File: src/rtl/mem_ctrl.sv
// Byte-wide RAM port arbiter: serves icache line refills and LSU loads/stores
// one byte per cycle, round-robin on ties, with rollback abort of reads.
module mem_ctrl #(
  parameter int LINE_BYTES = 16,
  parameter int ADDR_W     = 32
) (
  input  logic                    clk,
  input  logic                    rst,
  input  logic                    rb,
  input  logic                    ic_req,
  input  logic [ADDR_W-1:0]       ic_addr,
  output logic                    ic_done,
  output logic [LINE_BYTES*8-1:0] ic_data,
  input  logic                    ls_req,
  input  logic                    ls_wr,
  input  logic [1:0]              ls_len,
  input  logic [ADDR_W-1:0]       ls_addr,
  input  logic [31:0]             ls_wdata,
  output logic                    ls_done,
  output logic [31:0]             ls_rdata,
  input  logic [7:0]              mem_din,
  output logic [7:0]              mem_dout,
  output logic [ADDR_W-1:0]       mem_a,
  output logic                    mem_wr,
  input  logic                    io_full
);

  localparam int IW = $clog2(LINE_BYTES);
  localparam int CW = IW + 1;

  typedef enum logic [1:0] {IDLE, RD, WR, DONE} state_t;

  state_t                          state, state_nx;
  logic [CW-1:0]                   cnt, n_bytes, ls_n;
  logic [ADDR_W-1:0]               base;
  logic [3:0][7:0]                 wdata;
  logic [LINE_BYTES-1:0][7:0]      line_q, line_nx, ic_line;
  logic                            gnt_ic, last_ic;
  logic                            grant, pick_ic, stall;
  logic [IW-1:0]                   cap_idx;

  assign ic_data = ic_line;

  always_comb begin
    case (ls_len)
      2'd0:    ls_n = CW'(1);
      2'd1:    ls_n = CW'(2);
      default: ls_n = CW'(4);
    endcase
  end

  // requests are ignored during rollback; on a tie the side not served last wins
  assign grant   = !rb && (ic_req || ls_req);
  assign pick_ic = ic_req && (!ls_req || !last_ic);
  assign stall   = (base[17:16] == 2'b11) && io_full;
  assign cap_idx = IW'(cnt - CW'(1));

  // byte for the address driven last cycle lands in slot cnt-1
  always_comb begin
    line_nx = line_q;
    if (state == RD && cnt != '0) line_nx[cap_idx] = mem_din;
  end

  always_comb begin
    state_nx = state;
    mem_a    = '0;
    mem_wr   = 1'b0;
    mem_dout = '0;
    ic_done  = 1'b0;
    ls_done  = 1'b0;
    case (state)
      IDLE: if (grant) state_nx = (pick_ic || !ls_wr) ? RD : WR;
      RD: begin
        if (cnt < n_bytes) mem_a = base + ADDR_W'(cnt);
        if (rb)                  state_nx = IDLE;
        else if (cnt == n_bytes) state_nx = DONE;
      end
      WR: begin
        mem_a = base + ADDR_W'(cnt);
        if (!stall) begin
          mem_wr   = 1'b1;
          mem_dout = wdata[cnt[1:0]];
          if (cnt == n_bytes - CW'(1)) state_nx = DONE;
        end
      end
      DONE: begin
        ic_done  = gnt_ic;
        ls_done  = !gnt_ic;
        state_nx = IDLE;
      end
      default: state_nx = IDLE;
    endcase
  end

  always_ff @(posedge clk or posedge rst) begin
    if (rst) begin
      state    <= IDLE;
      cnt      <= '0;
      n_bytes  <= '0;
      base     <= '0;
      wdata    <= '0;
      line_q   <= '0;
      ic_line  <= '0;
      ls_rdata <= '0;
      gnt_ic   <= 1'b0;
      last_ic  <= 1'b1;
    end else begin
      state <= state_nx;
      case (state)
        IDLE: if (grant) begin
          gnt_ic  <= pick_ic;
          last_ic <= pick_ic;
          cnt     <= '0;
          line_q  <= '0;
          if (pick_ic) begin
            base    <= ic_addr;
            n_bytes <= CW'(LINE_BYTES);
          end else begin
            base    <= ls_addr;
            n_bytes <= ls_n;
            wdata   <= ls_wdata;
          end
        end
        RD: begin
          if (rb) cnt <= '0;
          else begin
            line_q <= line_nx;
            // outputs change only once the whole transfer has landed
            if (cnt == n_bytes) begin
              if (gnt_ic) ic_line  <= line_nx;
              else        ls_rdata <= line_nx[3:0];
            end else begin
              cnt <= cnt + CW'(1);
            end
          end
        end
        WR: if (!stall) cnt <= cnt + CW'(1);
        default: ;
      endcase
    end
  end

endmodule

File: config.mk
export PLATFORM = sky130hd
export DESIGN_NAME = mem_ctrl
export DESIGN_NICKNAME = d
export VERILOG_FILES = /design/src/rtl/mem_ctrl.sv
export SDC_FILE = /design/constraint.sdc
export NUM_CORES = 1
export LEC_CHECK = 0
export CAP_MARGIN = 20
export CELL_PAD_IN_SITES_DETAIL_PLACEMENT = 0
export CELL_PAD_IN_SITES_GLOBAL_PLACEMENT = 1
export CORE_MARGIN = 4
export CORE_UTILIZATION = 40
export CTS_BUF_LIST = sky130_fd_sc_hd__clkbuf_16
export DETAILED_ROUTE_END_ITERATION = 8
export PLACE_DENSITY_LB_ADDON = 0.1
export SETUP_SLACK_MARGIN = 0.1
export SLEW_MARGIN = 25
export SYNTH_ARGS = -nofsm -noshare
export SYNTH_HDL_FRONTEND = slang
export SYNTH_SLANG_ARGS = --single-unit
export TNS_END_PERCENT = 50
File: constraint.sdc
create_clock -name clk -period 21.9 [get_ports clk]
set_clock_uncertainty 0.2 [all_clocks]
set_input_delay 3.285 -clock clk [delete_from_list [all_inputs] [get_ports clk]]
set_output_delay 3.285 -clock clk [all_outputs]
set_load 0.01 [all_outputs]
==> run summary, run 1 <==
Worst Hold Class: register to register
Post-CTS Repair Setup Buffers: 0
Slew headroom: 26.4%
Initial Utilization: 40.6%
Die Wd: 217 um
DIE HEIGHT: 217 um
Setup Viol. Count Final: 0
Post-synth EDFFs: 0
Tmin final: 8.22 ns
Max Cap Viol: 0
Tightest Pin Transition: 1.10 ns
min-delay src: ls_rdata[9]
Hold Path Stages: 2
later-pin clock latency in the skew report: 0.57 ns
Switching Fraction: 34.8%
arrival time worst endpoint: 4.73 ns
Synth Warn #: 0
drt pass-1 iters: 5
post-synthesis net count: 1816
CP startpoint kind: input pin
post-route antenna net violation count: 0
Max VDD drop: 0.0497 mV
Mapped Cells: 1679
Power Internal: 1.37 mW
Final Cell Area: 22300 um2
placed insts: 2466
CTS root buf: clkbuf_16
Syn Area/Cell: 10.4 um2
Setup crit end kind: output port
Core Rows: 76
Post-CTS Hold Fix Bufs: 0
GRT Residual Overflow: 0
area growth from synthesis to layout: 27.3%
Worst Path Required: 18.42 ns
Filler cells: 3991
Syn Std Cell Area: 17500 um2
DIE AREA: 47200 um2
clk slew on worst S/H paths: 0.06 ns
RSZ-0062 raised after global routing: false
NetSw: 0.733 mW
GP Congestion: 0.807
final net count: 2061
sequential power share: 39.7%
layout cell share with drive strength beyond 1: 8.40%
CORE AREA: 43200 um2
Diodes inserted: 0
Final Hold Fails: 0
first-pass GRT wire length: 93.3 mm
setup slack, reg-to-reg: 17.56 ns
PwrDens: 94.5 nW/um2
Pwr Total: 2.11 mW
ys flop type: dfrtp_1
Num CTS Buffers: 41
dpl cell area: 21100 um2
vias in the first global route: 15100
Yosys cell types: 59
post-synthesis async set-or-reset flop share: 100%
Final Max Tran Viols: 0
cts repair resizes: 0
Fmax: 122 MHz
critical path peak fanout: 9
via density per instance: 5.85
TNS Setup: 0 ns
Non-Filler Instances: 2537
worst reg2reg endpoint: ic_data[93]
clk sinks: 364
WL final: 60.8 mm
pin count of the biggest net entering global routing: 87
Leak: 9.10 nW
CTS tree: yes
DP HPWL: 38.2 mm
Seq/Total Area, Yosys: 52.0%
CP Class: input pin to output port
R2R depth: 8
outcome: completed
worst hold path endpoint: ls_rdata[9]
r2r startpoint: cnt[0]
htree depth: 2
IO Count: 316
initial antenna violation count: 2
fin crit share: 37.5%
initial drt markers: 1210
GRT Total Usage: 25.3%
vias: 14900
DRC: 0
Clock power frac: 30.4%
Buffers on Ports: 315
WL per Instance: 24.0 um
Max Root-Sink Buffers: 3
post-synthesis register bit count: 364
combinational fraction of design power: 29.9%
-- critical path, cell delays in order --
cell             delay, ns
clkdlybuf4s50_1       0.42
nand2_1               0.25
and3_1                0.23
clkdlybuf4s50_1       0.54
-- power by group through the flow --
stage / combinational (mW) / clock (mW) / sequential [mW]
floorplan: 0.388 / 0 / 0.833
global placement: 0.623 / 0 / 0.846
detailed placement: 0.629 / 0 / 0.849
CTS: 0.633 / 0.651 / 0.838
global route: 0.689 / 0.676 / 0.849
finish: 0.630 / 0.639 / 0.836
-- per-stage QoR --
step                      setup WS, ns  utilization [%]  hold slack, ns
final                            13.68             51.6           0.286
after global routing             13.53             51.6           0.307
after CTS                        13.66             51.6           0.296
after detailed placement         13.67             48.8           0.277
after global placement           13.70             48.8           0.274
after floorplan                   8.31                -           0.254
-- how the worst max path moves through the flow --
stage | startpoint | end | cells after the start
finish | io_full | mem_dout[3] | 4
CTS | io_full | mem_dout[3] | 4
floorplan | rst | base[0] | 1
global route | cnt[0] | mem_a[26] | 9
detailed placement | io_full | mem_dout[3] | 4
global placement | io_full | mem_dout[3] | 4
-- Yosys cell counts (all sizes together) (2+ instances only) --
library cell    n  area (um2)
clkbuf         91         342
or4             3        22.5
nor3           12        86.3
a32o            2        20.0
ha             23         288
o21ai          73         373
nand3          42         210
mux2           33         372
a22o           99         868
nor4            4        55.1
mux2i          33         330
or3             9        56.3
inv            20        75.1
nand4          19         125
o21a            3        22.5
a211o           3        26.3
a31oi          24         150
and3           15        93.8
nand2         253         950
or2             2        12.5
a21o            2        15.0
a21oi          57         334
and2            6        37.5
xnor2           6        52.6
a221o          32         320
nor2           74         283
nand2b          3        18.8
buf            51         265
o211ai        263        1970
o31ai           6        45.0
xor2           15         131
nor2b           7        43.8
a2bb2oi         2        17.5
a211oi          3        22.5
mux4            8         180
o2bb2ai         2        30.0
dfrtp         363        9080
o2111ai         7        61.3
o21bai          2        15.0
-- flip-flops by register name (all words and copies together) (netlist names) --
name,flops
ic_data,128
cnt,5
last_ic,1
wdata,32
base,32
line_q,128
n_bytes,4
ls_rdata,32
state,2
-- cells in the final DEF, fill, tap and decap left out, types with 33 or more instances in the layout --
| cell | instances |
|---|---|
| mux2i_1 | 33 |
| mux2_2 | 33 |
| clkdlybuf4s50_1 | 315 |
| dfrtp_1 | 363 |
| a21oi_1 | 44 |
| clkbuf_16 | 42 |
| nand3_1 | 42 |
| o21ai_0 | 70 |
| nand2_1 | 247 |
| nor2_1 | 71 |
| a22o_1 | 98 |
| o211ai_1 | 263 |
-- kinds of logic (layout without fill, tap and decap cells) --
family                   Yosys count  in the layout  share of synthesized area, %
AO/OA/AOI/OAI                    583            583                          24.7
AND/OR/NAND/NOR                  451            451                          11.5
flip-flops                       364            364                          52.0
buffers and inverters            162            435                          3.89
multiplexers                      74             74                          5.04
adder cells (fa/ha/maj)           24             24                          1.76
XOR/XNOR                          21             21                          1.05
-- cell type report --
class,instances,area (um2),share of cell area [%]
sequential,364,9110,40.9
multi-input combinational,1153,7780,34.9
timing repair buffer,344,3370,15.1
clock buffer,42,1050,4.72
tap,585,732,3.28
clock inverter,29,155,0.696
inverter,20,82.6,0.371
-- per-layer routing --
metal	up-vias	part of all wire [%]	track usage [%]
met3	118	7.1	5.45
li1	6801	-	-
met1	7426	43	34.8
met2	501	46	39.8
met4	4	3.4	8.80
met5	-	0.044	0
No activity file was read; power rests on OpenSTA's default activity.
==> run 2: changes to the inputs <==
--- a/config.mk
+++ b/config.mk
@@ -9,7 +9,7 @@
 export CELL_PAD_IN_SITES_DETAIL_PLACEMENT = 0
 export CELL_PAD_IN_SITES_GLOBAL_PLACEMENT = 1
 export CORE_MARGIN = 4
-export CORE_UTILIZATION = 40
+export CORE_UTILIZATION = 37
 export CTS_BUF_LIST = sky130_fd_sc_hd__clkbuf_16
 export DETAILED_ROUTE_END_ITERATION = 8
 export PLACE_DENSITY_LB_ADDON = 0.1
==> constraint.sdc (replaced) <==
create_clock -name clk -period 7.5 [get_ports clk]
set_clock_uncertainty 0.2 [all_clocks]
set_input_delay 1.125 -clock clk [delete_from_list [all_inputs] [get_ports clk]]
set_output_delay 1.125 -clock clk [all_outputs]
set_load 0.01 [all_outputs]
==> run 2 against run 1 <==
  * Clock power grew to 3.1 times the previous value
  * Sequential cell count unchanged
  * Highest routed layer unchanged
  * Hold slack worse by 0.0035 ns
  * Register-to-register slack got worse by 14 ns
  * Largest cell class unchanged
  * Cell area increased by 0.62%
==> run summary, run 2 (same netlist as run 1, synthesis figures left out) <==
outcome: completed
final core utilization: 48.1%
IO Count: 316
vias in the first global route: 15000
fin crit share: 77.6%
R2R depth: 7
WL per Instance: 24.0 um
CTS tree: yes
WL final: 61.6 mm
Tightest Pin Transition: 1.02 ns
pin count of the biggest net entering global routing: 189
Setup Viol. Count Final: 0
vias: 14800
final net count: 2064
commonest non-fill, non-tap cell in the layout: dfrtp_1
DIE AREA: 50900 um2
CP startpoint kind: register
post-route antenna net violation count: 0
GRT Residual Overflow: 0
layout cell share with drive strength beyond 1: 8.89%
arrival time worst endpoint: 4.49 ns
initial antenna violation count: 3
min-delay src: last_ic
Worst Hold Class: register to register
Max VDD drop: 0.176 mV
later-pin clock latency in the skew report: 0.58 ns
clk slew on worst S/H paths: 0.06 ns
RSZ-0062 raised after global routing: false
FF+latch area: 9110 um2
PwrDens: 279 nW/um2
Final Hold Fails: 0
worst reg2reg endpoint: ic_data[96]
Core Rows: 79
cts repair resizes: 0
CTS root buf: clkbuf_16
initial drt markers: 1132
drt pass-1 iters: 5
Die Wd: 226 um
DIE HEIGHT: 226 um
Fmax: 172 MHz
Pwr Total: 6.26 mW
via density per instance: 5.76
Hold Path Stages: 2
Leak: 9.13 nW
CP Class: register to output port
first-pass GRT wire length: 94.0 mm
Worst Path Required: 6.17 ns
Buffers on Ports: 315
area growth from synthesis to layout: 28.1%
Post-CTS Repair Setup Buffers: 0
Num CTS Buffers: 43
GP Congestion: 0.784
TNS Setup: 0 ns
commonest cells after routing, fill and taps aside: dfrtp_1 (363), clkdlybuf4s50_1 (312), o211ai_1 (263)
Post-CTS Hold Fix Bufs: 0
r2r startpoint: cnt[0]
clk sinks: 364
Final Max Tran Viols: 0
CORE AREA: 46700 um2
DRC: 0
Slew headroom: 31.9%
Max Cap Viol: 0
GRT Total Usage: 23.8%
Max Root-Sink Buffers: 3
Multi-input gate area: 7780 um2
htree depth: 2
DP HPWL: 39.3 mm
Initial Utilization: 37.5%
critical path peak fanout: 16
setup slack, reg-to-reg: 3.47 ns
Filler cells: 4389
worst hold path endpoint: last_ic
Tmin final: 5.82 ns
Setup crit end kind: output port
## run 2: how the worst max path moves through the flow
stage	start	end	cells past startpoint
floorplan	rst	base[0]	1
global route	cnt[0]	mem_a[26]	9
finish	cnt[0]	mem_a[26]	9
CTS	cnt[0]	mem_a[26]	9
global placement	cnt[0]	mem_a[26]	9
detailed placement	cnt[0]	mem_a[26]	9
## run 2: cell type report
cell class | instances | share of cell area, %
Antenna cell | 1 | 0.0112
Inverter | 20 | 0.352
Sequential cell | 364 | 40.6
Clock inverter | 32 | 0.937
Tap cell | 607 | 3.39
Clock buffer | 43 | 4.80
Multi-Input combinational cell | 1153 | 34.7
Timing Repair Buffer | 345 | 15.2
## run 2: worst max-delay path, stage by stage (launching register included)
cell             delay (ns)
dfrtp_1                0.89
ha_1                   0.32
inv_1                  0.06
fa_1                   0.37
nor2b_1                0.21
o31a_1                 0.51
o21ai_0                0.27
or4_1                  0.54
a21oi_1                0.17
clkdlybuf4s50_1        0.58
## run 2: power by group
group          total, mW  leakage, nW  internal (mW)  switching (mW)
Sequential          2.45         4.92           2.22           0.228
Clock               1.97        0.668           1.11           0.859
Combinational       1.84         3.55          0.742            1.10
Total               6.26         9.13           4.08            2.18
## run 2: metal layers
metal / global-route usage (%) / routed length (um)
met2: 37.7 / 28700
met1: 33.0 / 27100
met4: 6.42 / 1670
met3: 5.71 / 4090
met5: 0 / 30
## run 2: metrics by stage
stage | setup slack [ns] | hold WS, ns | instance area, um2 | cells
finish | 1.68 | 0.283 | 22400 | 2565
global route | 1.41 | 0.311 | 22400 | 2564
CTS | 1.65 | 0.286 | 22400 | 2563
detailed placement | 2.30 | 0.278 | 21100 | 2488
global placement | 2.33 | 0.271 | 21100 | 2488
floorplan | 1.29 | 0.254 | 17500 | 1679
